**src/rtl/writeback_regfile.sv**
```systemverilog
// Write-back stage and 2**ADDR_W x DATA_W register file: destination/data selection,
// edge-committed writes, and three combinational read ports.
module writeback_regfile #(
   parameter int unsigned DATA_W   = 32,
   parameter int unsigned ADDR_W   = 5,
   parameter int unsigned RA_INDEX = 31
) (
   input  logic              clk,
   input  logic              reset,
   input  logic              RegWrite,
   input  logic [1:0]        RegDst,
   input  logic [1:0]        MemtoReg,
   input  logic [ADDR_W-1:0] Rs,
   input  logic [ADDR_W-1:0] Rt,
   input  logic [ADDR_W-1:0] Rd,
   input  logic [DATA_W-1:0] ALUOut,
   input  logic [DATA_W-1:0] MemReadData,
   input  logic [DATA_W-1:0] PCPlus4,
   input  logic [ADDR_W-1:0] DbgAddr,
   output logic [DATA_W-1:0] ReadData1,
   output logic [DATA_W-1:0] ReadData2,
   output logic [ADDR_W-1:0] WriteAddr,
   output logic [DATA_W-1:0] WriteData,
   output logic [DATA_W-1:0] DbgData
);

   localparam int unsigned NumRegs = 2 ** ADDR_W;
   localparam logic [ADDR_W-1:0] RaAddr = ADDR_W'(RA_INDEX);

   logic [DATA_W-1:0] regFile [NumRegs];

   always_comb begin
      WriteAddr = Rd;
      case (RegDst)
         2'b01:   WriteAddr = Rt;
         2'b10:   WriteAddr = RaAddr;
         default: WriteAddr = Rd;
      endcase
   end

   always_comb begin
      WriteData = ALUOut;
      case (MemtoReg)
         2'b01:   WriteData = MemReadData;
         2'b10:   WriteData = PCPlus4;
         default: WriteData = ALUOut;
      endcase
   end

   // Entry 0 is never targeted, so it stays at its reset value of zero.
   always_ff @(posedge clk or posedge reset) begin
      if (reset) begin
         regFile <= '{default: '0};
      end else if (RegWrite && (WriteAddr != '0)) begin
         regFile[WriteAddr] <= WriteData;
      end
   end

   // No write bypass: a same-cycle read of the destination returns the old value.
   assign ReadData1 = (Rs == '0)      ? '0 : regFile[Rs];
   assign ReadData2 = (Rt == '0)      ? '0 : regFile[Rt];
   assign DbgData   = (DbgAddr == '0) ? '0 : regFile[DbgAddr];

endmodule

```
**config.mk**
```make
export PLATFORM = sky130hd
export DESIGN_NAME = writeback_regfile
export DESIGN_NICKNAME = d
export VERILOG_FILES = /design/src/rtl/writeback_regfile.sv
export SDC_FILE = /design/constraint.sdc
export NUM_CORES = 2
export LEC_CHECK = 0
export CAP_MARGIN = 15
export CORE_ASPECT_RATIO = 2
export CORE_MARGIN = 4
export CORE_UTILIZATION = 62
export DETAILED_ROUTE_END_ITERATION = 10
export GPL_ROUTABILITY_DRIVEN = 1
export PLACE_DENSITY_LB_ADDON = 0.12
export SLEW_MARGIN = 20
export SYNTH_ARGS = -nofsm -noshare
export SYNTH_HDL_FRONTEND = slang
export SYNTH_SLANG_ARGS = --single-unit
```
**constraint.sdc**
```tcl
create_clock -name clk -period 39.6 [get_ports clk]
set_input_delay 3.96 -clock clk [delete_from_list [all_inputs] [get_ports clk]]
set_output_delay 3.96 -clock clk [all_outputs]
set_load 0.02 [all_outputs]
```
==> results.yml <==
timing:
  setup_viol: 0
  setup_tns_ns: 0
  worst_slew_pin_slew_ns: 1.17
  holdWs_ns: 0.431
  slew_violations: 0
  clock_skew_ns: 0
  finalHoldViolCount: 0
  fmax_mhz: 78.3
  relSlewSlack_pct: 21.8
  timing.final.crit_share_pct: 32.2
  timing.final.crit_period_ns: 12.77
  rsz0062_at_grt: "no"
clock_network:
  post_cts_buffers: 0
  cts_tree: "done"
  ctsHoldBuffers: 0
  clock-sinks: 1024
  htreeDepth: 3
  cts_resized: 0
  clock_path_buffers: 3
  root_buffer: "clkbuf_16"
  clkLatencyLatePin_ns: 0.70
  clk_pin_slew_ns: 0.07
  cts_buffers: 92
setup_path:
  crit_arrival_ns: 8.81
  critPathLaunchType: "input port"
  crit_family: "buffers and inverters"
  path_cells: "buf_8 > buf_4 > buf_4 > mux4_2 > mux2_2 > o32ai_1 > nor4_1 > clkdlybuf4s50_1"
  endpoint_kind: "output pin"
  max_stage_delay_ns: 0.96
  crit_path_max_fanout: 90
  worstSetupPathType: "in2out"
  crit_top_cell: "buf_4"
  cp_slowest_cell: "nor4_1"
  worstPathRequired_ns: 35.64
  critPathBufInv: 4
min_path:
  hold_path_class: "reg2reg"
final_layout:
  biggestRegsByFlops: "regFile: 1024 flops"
  syn2layout_area_growth_pct: 11.0
  largest_reg_flops: 1024
  layout.nets: 4623
  fin_area_sq_um: 70200
  layout-drive-gt1-share_pct: 40.5
  regMostFlops: "regFile"
  mostFrequentLayoutCell: "dfrtp_1"
  mostFrequentLayoutCells: "1024 x dfrtp_1, 870 x mux2_2, 574 x mux4_2"
yosys:
  syn_area_sq_um: 63200
  avgSynthCellArea_sq_um: 13.9
  yosysWarnings: 0
  yosysUniqueCellTypes: 41
  synth_seq_area_share_pct: 40.5
  syn_inst: 4550
  ys_ff_latch: 1024
  syn_nets: 4677
placed_design:
  hpwl_um: 131000
  portBuffers: 255
  gp_congestion: 0.892
  place_area_sq_um: 66800
detailed_routing:
  wl_per_cell_um: 38.7
  ant_nets: 0
  drt-initial-drc-count: 5802
  drc: 0
  via_per_inst: 8.00
  dr.pass1.iters: 8
  num_vias: 47300
  drt_wl_total_um: 229000
global_routing:
  antenna_found_initial: 14
  grt_pass1_wl_um: 329000
  grt_start_max_net_pins: 184
  grt_pass1_vias: 48600
  grt.overflow.total: 0
  grtUsageTotal_pct: 42.5
die:
  coreArea_sq_um: 101000
  dieArea_sq_um: 107000
  num_rows: 165
  initial_utilization_pct: 62.5
  die_w_um: 234
  fp.dieH_um: 460
  ioPinCount: 256
pwr:
  powerDensity_nw_per_um2: 58.2
  p_leak_nw: 30.1
  ir_worst_vdd_uv: 37.9
status:
  status: "finished clean"
job:
  cap_violations: 0
[synthesized netlist by cell type (all sizes together)]
cell type | instances | area share, %
o22ai | 62 | 0.61
nor2b | 83 | 0.82
a22oi | 190 | 2.3
nor3 | 91 | 0.85
and4b | 1 | 0.016
and2 | 24 | 0.24
mux4 | 574 | 20
o32ai | 21 | 0.29
nand3 | 1 | 0.0079
buf | 222 | 1.7
a21oi | 64 | 0.51
nor2 | 9 | 0.053
a211o | 4 | 0.055
o221ai | 32 | 0.44
a2111oi | 32 | 0.44
nand2 | 37 | 0.22
o21ai | 33 | 0.26
a211oi | 87 | 1.0
or3b | 3 | 0.042
ha | 4 | 0.079
or4 | 2 | 0.024
a31oi | 15 | 0.15
nor4 | 37 | 0.37
nand3b | 2 | 0.024
or3 | 3 | 0.030
mux2 | 1041 | 19
mux2i | 444 | 7.0
a22o | 63 | 0.87
or2 | 2 | 0.020
o211ai | 2 | 0.024
nand2b | 4 | 0.040
clkbuf | 330 | 2.0
dfrtp | 1024 | 41
inv | 7 | 0.042
[per-layer routing]
| metal | up-vias | track usage [%] | part of all wire (%) |
|---|---|---|---|
| met2 | 3629 | 64.6 | 46 |
| met5 | - | 0 | 0.014 |
| met4 | 6 | 30.3 | 9.0 |
| met1 | 24600 | 51.9 | 33 |
| met3 | 1128 | 12.5 | 12 |
| li1 | 17900 | - | - |
[metrics by stage]
stage | power, mW | cells | setup WS (ns) | utilization (%)
final | 4.08 | 5915 | 26.83 | 69.4
after global placement | 3.00 | 5736 | 27.01 | 66.0
after CTS | 4.05 | 5907 | 27.00 | 69.3
after global routing | 4.24 | 5910 | 26.87 | 69.3
after detailed placement | 3.06 | 5736 | 27.00 | 66.0
after floorplan | 2.64 | 4550 | 6.82 | -
[path summary, 6_finish.rpt]
path | startpoint | end | slack, ns | depth (start not counted)
worst max-delay path | DbgAddr[2] | DbgData[20] | 26.83 | 8
worst min-delay path | regFile[1012] | regFile[1012] | 0.43 | 0
worst max register to register | regFile[590] | regFile[590] | 38.73 | 1
worst min register to register | regFile[1012] | regFile[1012] | 0.43 | 0
max in group asynchronous | reset | regFile[48] | 32.83 | 5
min in group asynchronous | reset | regFile[71] | 3.81 | 2
[final cells by class]
class / count / area, sq um
Multi-Input combinational cell: 2967 / 35700
Fill cell: 7165 / 31000
Clock inverter: 50 / 697
Inverter: 7 / 33.8
Clock buffer: 121 / 2610
Tap cell: 1336 / 1670
Sequential cell: 1024 / 25600
Antenna cell: 6 / 15.0
Timing Repair Buffer: 404 / 3760
[cell families after synthesis]
group | after synthesis | share of synthesized area, %
buffers and inverters | 559 | 3.67
DFF | 1024 | 40.5
AOI/OAI and AO/OA | 605 | 6.95
muxes | 2059 | 46.0
and+or+nand+nor | 299 | 2.75
adders and majority gates | 4 | 0.0792
[where the power goes]
part / internal [mW] / switching, mW / total (mW)
clock network: 0.565 / 0.434 / 0.999
logic: 0.775 / 0.520 / 1.29
registers: 1.40 / 0.392 / 1.79
Note: power is estimated with default switching activity, not from simulation.
